### src/rtl/i2s_pkg.sv
// Shared definitions for the I2S transmit path.
// Contents: transmitter state encoding, default word-width constants and channel codes.
package i2s_pkg;

    localparam int unsigned I2S_DATA_W  = 32;
    localparam int unsigned I2S_MIN_LEN = 5;

    // WS level for each channel
    localparam logic CH_LEFT  = 1'b0;
    localparam logic CH_RIGHT = 1'b1;

    typedef enum logic [1:0] {
        IDLE,
        SHIFT,
        GAP
    } tx_state_e;

endpackage

### src/rtl/i2s_tx_serializer.sv
// Shift register plus bit down-counter for the I2S transmitter.
// Ports:
//   clk_i        clock, rising edge
//   rst_i        synchronous active-high reset
//   load_i       load a new word (left-aligned to the MSB) and its length
//   shift_i      shift one bit out (ignored while the counter is zero)
//   data_i       word, right-aligned
//   len_i        word length in bits; only legal lengths are ever loaded
//   load_msb_o   MSB of the word currently presented on data_i/len_i
//   msb_o        current MSB of the shift register
//   next_msb_o   bit that becomes the MSB after the next shift
//   last_o       counter == 1: the last bit of the word is on the line
//   empty_o      counter == 0
module i2s_tx_serializer #(
    parameter int unsigned DATA_W = 32,
    parameter int unsigned LEN_W  = 6
) (
    input  logic              clk_i,
    input  logic              rst_i,
    input  logic              load_i,
    input  logic              shift_i,
    input  logic [DATA_W-1:0] data_i,
    input  logic [LEN_W-1:0]  len_i,
    output logic              load_msb_o,
    output logic              msb_o,
    output logic              next_msb_o,
    output logic              last_o,
    output logic              empty_o
);

    logic [DATA_W-1:0] shreg_q, shreg_d;
    logic [LEN_W-1:0]  cnt_q, cnt_d;
    logic [LEN_W-1:0]  sh_amt;
    logic [DATA_W-1:0] aligned;

    // Left-align so the word MSB lands in the top bit; bits above len_i fall off the top.
    assign sh_amt  = LEN_W'(DATA_W) - len_i;
    assign aligned = data_i << sh_amt;

    assign load_msb_o = aligned[DATA_W-1];
    assign msb_o      = shreg_q[DATA_W-1];
    assign next_msb_o = shreg_q[DATA_W-2];
    assign last_o     = (cnt_q == LEN_W'(1));
    assign empty_o    = (cnt_q == '0);

    always_comb begin
        shreg_d = shreg_q;
        cnt_d   = cnt_q;
        if (load_i) begin
            shreg_d = aligned;
            cnt_d   = len_i;
        end else if (shift_i && !empty_o) begin
            shreg_d = shreg_q << 1;
            cnt_d   = cnt_q - LEN_W'(1);
        end
    end

    always_ff @(posedge clk_i) begin
        if (rst_i) begin
            shreg_q <= '0;
            cnt_q   <= '0;
        end else begin
            shreg_q <= shreg_d;
            cnt_q   <= cnt_d;
        end
    end

endmodule

### src/rtl/i2s_tx.sv
// I2S transmitter: serializes parallel audio words (5..DATA_W bits, MSB first) onto
// SD/WS with a valid qualifier. Word boundaries are a WS toggle or out_valid falling;
// consecutive same-channel words get a one-cycle gap so a receiver can split them.
// Ports:
//   clk_i        clock, rising edge
//   rst_i        synchronous active-high reset
//   in_valid_i   upstream word available
//   in_ready_o   word accepted this cycle if in_valid_i (depends on state only)
//   in_data_i    word, right-aligned
//   in_len_i     word length in bits
//   in_ch_i      channel: 0 left, 1 right
//   out_valid_o  sd_o carries a valid bit
//   sd_o         serial data, MSB first
//   ws_o         word select, channel of the current bit
//   len_err_o    one-cycle pulse after a word with illegal length is dropped
//   busy_o       word being shifted or gap pending
module i2s_tx import i2s_pkg::*; #(
    parameter int unsigned DATA_W  = I2S_DATA_W,
    parameter int unsigned MIN_LEN = I2S_MIN_LEN,
    parameter int unsigned LEN_W   = 6
) (
    input  logic              clk_i,
    input  logic              rst_i,
    input  logic              in_valid_i,
    output logic              in_ready_o,
    input  logic [DATA_W-1:0] in_data_i,
    input  logic [LEN_W-1:0]  in_len_i,
    input  logic              in_ch_i,
    output logic              out_valid_o,
    output logic              sd_o,
    output logic              ws_o,
    output logic              len_err_o,
    output logic              busy_o
);

    localparam logic [LEN_W-1:0] MinLen = LEN_W'(MIN_LEN);
    localparam logic [LEN_W-1:0] MaxLen = LEN_W'(DATA_W);

    tx_state_e state_q, state_d;
    logic      out_valid_q, out_valid_d;
    logic      sd_q, sd_d;
    logic      ws_q, ws_d;
    logic      len_err_q, len_err_d;

    logic accept, len_ok, legal_accept, end_of_word;
    logic ser_load, ser_shift;
    logic ser_load_msb, ser_msb, ser_next_msb, ser_last, ser_empty;

    i2s_tx_serializer #(
        .DATA_W (DATA_W),
        .LEN_W  (LEN_W)
    ) u_serializer (
        .clk_i      (clk_i),
        .rst_i      (rst_i),
        .load_i     (ser_load),
        .shift_i    (ser_shift),
        .data_i     (in_data_i),
        .len_i      (in_len_i),
        .load_msb_o (ser_load_msb),
        .msb_o      (ser_msb),
        .next_msb_o (ser_next_msb),
        .last_o     (ser_last),
        .empty_o    (ser_empty)
    );

    always_comb begin
        in_ready_o = 1'b0;
        unique case (state_q)
            IDLE:    in_ready_o = 1'b1;
            SHIFT:   in_ready_o = ser_last;
            GAP:     in_ready_o = 1'b0;
            default: in_ready_o = 1'b0;
        endcase
    end

    assign accept       = in_valid_i && in_ready_o;
    assign len_ok       = (in_len_i >= MinLen) && (in_len_i <= MaxLen);
    assign legal_accept = accept && len_ok;
    // An empty counter in SHIFT cannot occur in normal flow; treat it as end of word.
    assign end_of_word  = ser_last || ser_empty;

    // ws_q doubles as the channel of the word in flight (and the last channel sent).
    always_comb begin
        state_d     = state_q;
        out_valid_d = 1'b0;
        sd_d        = 1'b0;
        ws_d        = ws_q;
        len_err_d   = accept && !len_ok;
        ser_load    = 1'b0;
        ser_shift   = 1'b0;

        unique case (state_q)
            IDLE: begin
                if (legal_accept) begin
                    ser_load    = 1'b1;
                    state_d     = SHIFT;
                    out_valid_d = 1'b1;
                    sd_d        = ser_load_msb;
                    ws_d        = in_ch_i;
                end
            end
            SHIFT: begin
                if (!end_of_word) begin
                    ser_shift   = 1'b1;
                    out_valid_d = 1'b1;
                    sd_d        = ser_next_msb;
                end else if (legal_accept && (in_ch_i != ws_q)) begin
                    // Channel change: the WS toggle delimits the words, no gap needed.
                    ser_load    = 1'b1;
                    out_valid_d = 1'b1;
                    sd_d        = ser_load_msb;
                    ws_d        = in_ch_i;
                end else if (legal_accept) begin
                    // Same channel: park the word for one idle cycle so valid drops.
                    ser_load = 1'b1;
                    state_d  = GAP;
                end else begin
                    ser_shift = 1'b1;
                    state_d   = IDLE;
                end
            end
            GAP: begin
                state_d     = SHIFT;
                out_valid_d = 1'b1;
                sd_d        = ser_msb;
            end
            default: begin
                state_d = IDLE;
            end
        endcase
    end

    always_ff @(posedge clk_i) begin
        if (rst_i) begin
            state_q     <= IDLE;
            out_valid_q <= 1'b0;
            sd_q        <= 1'b0;
            ws_q        <= CH_LEFT;
            len_err_q   <= 1'b0;
        end else begin
            state_q     <= state_d;
            out_valid_q <= out_valid_d;
            sd_q        <= sd_d;
            ws_q        <= ws_d;
            len_err_q   <= len_err_d;
        end
    end

    assign out_valid_o = out_valid_q;
    assign sd_o        = sd_q;
    assign ws_o        = ws_q;
    assign len_err_o   = len_err_q;
    assign busy_o      = (state_q != IDLE);

endmodule

### config.mk
export PLATFORM = sky130hd
export DESIGN_NAME = i2s_tx
export DESIGN_NICKNAME = d
export VERILOG_FILES = /design/src/rtl/i2s_pkg.sv /design/src/rtl/i2s_tx_serializer.sv /design/src/rtl/i2s_tx.sv
export SDC_FILE = /design/constraint.sdc
export NUM_CORES = 1
export LEC_CHECK = 0
export ABC_AREA = 1
export BUFFER_PORTS_ARGS = -buffer_cell sky130_fd_sc_hd__buf_2
export CAP_MARGIN = 20
export CORE_MARGIN = 10
export CORE_UTILIZATION = 54
export CTS_CLUSTER_DIAMETER = 100
export DETAILED_ROUTE_END_ITERATION = 8
export PLACE_DENSITY_LB_ADDON = 0.12
export SYNTH_ARGS = -nofsm -noshare
export SYNTH_HDL_FRONTEND = slang
export SYNTH_SLANG_ARGS = --single-unit
### constraint.sdc
create_clock -name clk_i -period 3 [get_ports clk_i]
set_input_delay 0.6 -clock clk_i [delete_from_list [all_inputs] [get_ports clk_i]]
set_output_delay 0.6 -clock clk_i [all_outputs]
set_load 0.01 [all_outputs]
# Word level (Yosys, flattened, before mapping)
# Index checks and enable logic that the tools add are counted.
# totals
word_cells,65
ff_bits,44
out_inout_bits,6
rom_bits,0
in_bits,42
mem_count,0
mem_bits_rw,0
latchBits,0
# classes
div_mod_pow,0
n_shift,1
n_lt_le_gt_ge,2
n_addsub,2
mux,29
mul,0
bitwise,0
n_eq_ne,8
reduce_logical,16
# ops
op,count
$mux 32,2
$shl 32x6->32,1
$mux 1,15
$mux 6,2
$mux 2,4
$ne 2x2->1 const B,4
$eq 6x1->1 const B,1
$ge 6x3->1 const B,1
$le 6x6->1 const B,1
$logic_and 1x1->1,6
$logic_not 6->1,1
$pmux 1 s2,3
$pmux 1 s3,2
$pmux 2 s3,1
$reduce_bool 2->1,3
$sub 6x1->6 const B,1
$sub 6x6->6 const A,1
$reduce_and 4->1,1
$reduce_and 3->1,1
$eq 2x1->1 const B,1
$eq 2x2->1 const B,1
$logic_not 1->1,2
$logic_not 2->1,1
$logic_or 1x1->1,1
$ne 1x1->1,1

# Logic depth before layout (Yosys ltp)
# depth
ltp_word,11
ltp_mapped,17
mapped_depth_nobuf,14

# Cells and area by module
# Synthesis repeated with hierarchy kept, for this count alone.
# hier_totals
cells_unflattened,662
hier_area_um2,3887.5
# by_module_without_submodules
mod,seq_area_each_um2,area_each_um2,cells_each,n_inst
i2s_tx_serializer,760.7,3482.1,600,1
i2s_tx,120.1,405.4,62,1

# Worst setup path after synthesis
# OpenSTA, ideal clock, no wires.
# synth_timing
path_kind,input -> register
from,in in_len_i[0]
to,"reg sd_q, in the netlist sd_o"
t_required_ns,2.868
path_buffers,4
slack_ns,0.674
cell_stages,14
setup_ns,0.132
arrival_ns,2.194
cell_sequence,inv_2 > buf_6 > buf_2 > ha_1 > buf_2 > inv_1 > clkbuf_1 > nand3_1 > nand3_1 > nand3_1 > nand3_1 > nand2_1 > nand2_1 > a21oi_1
# synth_between
elab_chain_cells,7
word_cells_on_any_way,11
cone_classes,1 x add/sub; 2 x order compare; 1 x shift; 4 x mux; 3 x reduce/logical
# synth_lines
item,line_no,source
start: declaration,i2s_tx.sv:27,"input logic [LEN_W-1:0] in_len_i,"
branches (longest 6 deep; another with $sub 6x6->6),n/a,
$pmux 1 s3 (*),i2s_tx.sv:92,unique case (state_q)
end signal: assignment,i2s_tx.sv:137,sd_q <= 1'b0;
end signal: assignment,i2s_tx.sv:143,sd_q <= sd_d;
end: declaration,i2s_tx.sv:41,"logic sd_q, sd_d;"
# Every way passes the cells marked *.
# A chain may end at the register's enable or synchronous reset.

# Final worst setup path
# layout_timing
from,in in_len_i[0]
to,"reg ws_q, in the netlist ws_o"
# layout_between
elab_chain_cells,6
word_cells_on_any_way,8
cone_classes,2 x order compare; 2 x eq/ne; 4 x reduce/logical
# layout_lines
item,line_no,source
$ge 6x3->1 or $le 6x6->1 (tied branches),i2s_tx.sv:77,assign len_ok = (in_len_i >= MinLen) && (in_len_i <= MaxLen);
$logic_and 1x1->1 (*),i2s_tx.sv:77,
$logic_and 1x1->1 (*),i2s_tx.sv:78,assign legal_accept = accept && len_ok;
$logic_and 1x1->1,i2s_tx.sv:107,end else if (legal_accept && (in_ch_i != ws_q)) begin
$ne 2x2->1 (no source line),n/a,
$reduce_and 4->1 (no source line) (*),n/a,
end signal: assignment,i2s_tx.sv:144,ws_q <= ws_d;
end: declaration,i2s_tx.sv:42,"logic ws_q, ws_d;"
# Mark *: on every way between the ends. The rest lies on a longest branch, timed or not.

==> run_results.csv <==
group,metric,value,unit
placed_design,portBuffers,47,
placed_design,place_area,4120,µm²
worst_setup_path,crit_type,"primary input to register",
clock_network,clockBufferDepth,2,
worst_setup_path,start_kind,"primary input",
power,p_leak,2.07,nW
detailed_routing,wl_per_cell,14.0,µm
worst_setup_path,cp.required,3.23,ns
die,num_io_pins,48,
yosys,synth_top_area_share,25.1,%
detailed_routing,ant_nets,0,
sta,relSlewSlack,41.4,%
power,worst_ir_drop_vdd,0.261,mV
final_layout,antennaDiodeCount,0,
placed_design,place_congestion,0.910,
sta,fmax,450,MHz
worst_setup_path,slowest_stage,"nor2_4",
grt,gr-usage-all-layers,19.3,%
die,die_x,106,µm
detailed_routing,drc,0,
grt,grt_pass1_wl,18700,µm
detailed_routing,avgViaCountPerCell,5.62,
final_layout,most-common-layout-cells,"nand2_1 (225), nand3_1 (199), buf_2 (47)",
worst_setup_path,cp_cell_sequence,"buf_2 -> buf_4 -> ha_1 -> nand2_1 -> nand2_1 -> nor2_2 -> nor2_4 -> inv_2 -> nor2_4 -> nand2_1 -> nand2_1 -> nand2_1 -> a21oi_1",
clock_network,htreeDepth,2,
detailed_routing,dr.first_iter.drc_count,396,
detailed_routing,vias,4533,
final_layout,drive_gt1_share,12.4,%
final_layout,fin_cells,807,
power,power.total,1.89,mW
detailed_routing,first_pass_iters,5,
clock_network,cts_tree,"done",
worst_setup_path,arrival,2.45,ns
outcome,status,"complete, no violations",
final_layout,final_common_cell,"nand2_1",
placed_design,dp_hpwl,8630,µm
yosys,yosysWarnings,0,
sta,setup_viol,0,
final_layout,design_area,4230,µm²
grt,grt-ovfl-total,0,
yosys,synth_top_cell_by_area,"nand3_1",
run,maxCapViolCount,0,
worst_setup_path,crit_path_end_kind,"register",
clock_network,post_cts_resized,0,
yosys,syn-cell-area,3960,µm²
clock_network,cts_root_buf,"clkbuf_8",
sta,clock_skew,0.00895,ns
clock_network,cts_setup_buffers,0,
sta,slew_viol_final,0,
yosys,synth_cell_types,31,
yosys,synth_seq_cells,44,
grt,grt_max_degree,38,
worst_setup_path,max_stage_delay,0.44,ns
final_layout,area_growth,6.63,%
grt,grt_pass1_vias,4045,
die,rows,31,
placed_design,dp_cells,799,
worst_setup_path,worstPathMaxFanout,32,
clock_network,clk_pin_slew,0.08,ns
die,dieArea,11200,µm²
detailed_routing,drt-total-wl,11300,µm
yosys,synth_area_leaders,"nand3_1 (25%), dfxtp_1 (22%), nand2_1 (21%), o21ai_0 (3.9%), a21oi_1 (3.7%)",
worst_setup_path,crit_family,"simple AND/OR/NAND/NOR gates",
yosys,avgSynthCellArea,5.75,µm²
die,coreArea,7180,µm²
die,start_util,55.2,%
yosys,syn_inst,689,
final_layout,nets,754,
worst_setup_path,rrSetupSlack,0.90,ns
sta,tns,0,ns
worst_setup_path,crit_top_cell,"nand2_1",
min_path,hold_class,"register to register",
sta,hold_viol_final,0,
sta,worstMarginPinSlew,0.877,ns
power,power.density,447,nW/µm²
die,die_h,106,µm
clock_network,cts_buffers,5,
sta,rsz0062_at_grt,"no",
grt,antenna_found_initial,0,
yosys,synth_fp_nets,736,
clock_network,clock_sinks,44,
worst_setup_path,critPathBufInv,3,
clock_network,holdBufCountCts,0,
sta,layout_min_cycle_time,2.22,ns
clock_network,clk_latency,0.30,ns
yosys,ys_seq_area_share,22.2,%
sta,period_share,74.1,%
## synthesized netlist by cell type (all sizes together)
| cell | instances |
|---|---|
| a21oi | 29 |
| clkbuf | 8 |
| nand4 | 9 |
| xor2 | 3 |
| nor3 | 5 |
| buf | 37 |
| inv | 38 |
| nand2 | 231 |
| nand3b | 2 |
| nand3 | 200 |
| and2 | 1 |
| xnor2 | 2 |
| dfxtp | 44 |
| nor2 | 25 |
| ha | 5 |
| o21ai | 49 |
| or2 | 1 |
## per-layer routing
layer | up-vias | track usage [%] | wire [µm]
li1 | 2336 | - | -
met1 | 2060 | 24.3 | 5020
met2 | 124 | 34.1 | 5540
met3 | 13 | 3.17 | 624
met4 | 0 | 3.09 | 99
met5 | - | 0 | 0
## report_power, final
part / internal [mW] / switching (mW)
registers: 0.635 / 0.0319
logic: 0.252 / 0.517
clock network: 0.247 / 0.203
## path summary, 6_finish.rpt
kind / cells past startpoint / from / to
setup / recovery: 13 / in_len_i[0] / ws_o$_SDFFE_PP0P_
hold / removal: 2 / u_serializer.shreg_q[1]$_SDFFE_PP0P_ / u_serializer.shreg_q[1]$_SDFFE_PP0P_
setup reg to reg: 9 / u_serializer.cnt_q[0]$_SDFFE_PP0P_ / u_serializer.shreg_q[12]$_SDFFE_PP0P_
hold reg to reg: 2 / u_serializer.shreg_q[1]$_SDFFE_PP0P_ / u_serializer.shreg_q[1]$_SDFFE_PP0P_
## area by class of cell
class / count / area, µm²
Timing Repair Buffer: 56 / 303
Tap cell: 99 / 124
Sequential cell: 44 / 881
Inverter: 38 / 145
Clock inverter: 2 / 35.0
Multi-Input combinational cell: 562 / 2670
Clock buffer: 6 / 72.6
Fill cell: 750 / 2950
## worst min-delay path, delay by kind of cell (launching register included)
family,cells,cell delay [ns]
AOI/OAI and AO/OA,1,0.06
DFF,1,0.32
and+or+nand+nor,1,0.06
## registers in the layout, summed over array words and instances, names as in the netlist
signal,count
out_valid_o,1
len_err_o,1
u_serializer.cnt_q,6
u_serializer.shreg_q,32
state_q,2
sd_o,1
ws_o,1
## logic make-up after synthesis
| kind of cell | Yosys count | share of synthesized area, % |
|---|---|---|
| xor+xnor | 5 | 1.11 |
| flops | 44 | 22.2 |
| simple gates | 474 | 54.6 |
| compound gates | 78 | 9.95 |
| fa+ha+maj | 5 | 1.58 |
| buf+inv | 83 | 10.5 |
## through the flow
step | setup WS [ns] | hold slack (ns) | utilization, %
6_report | 0.776 | 0.478 | 58.9
5_1_grt | 0.573 | 0.505 | 58.9
4_1_cts | 0.798 | 0.479 | 58.9
3_5_place_dp | 0.487 | 0.468 | 57.4
3_3_place_gp | 0.501 | 0.454 | 57.4
2_1_floorplan | 0.674 | 0.439 | -
No activity file was read; power rests on OpenSTA's default activity.
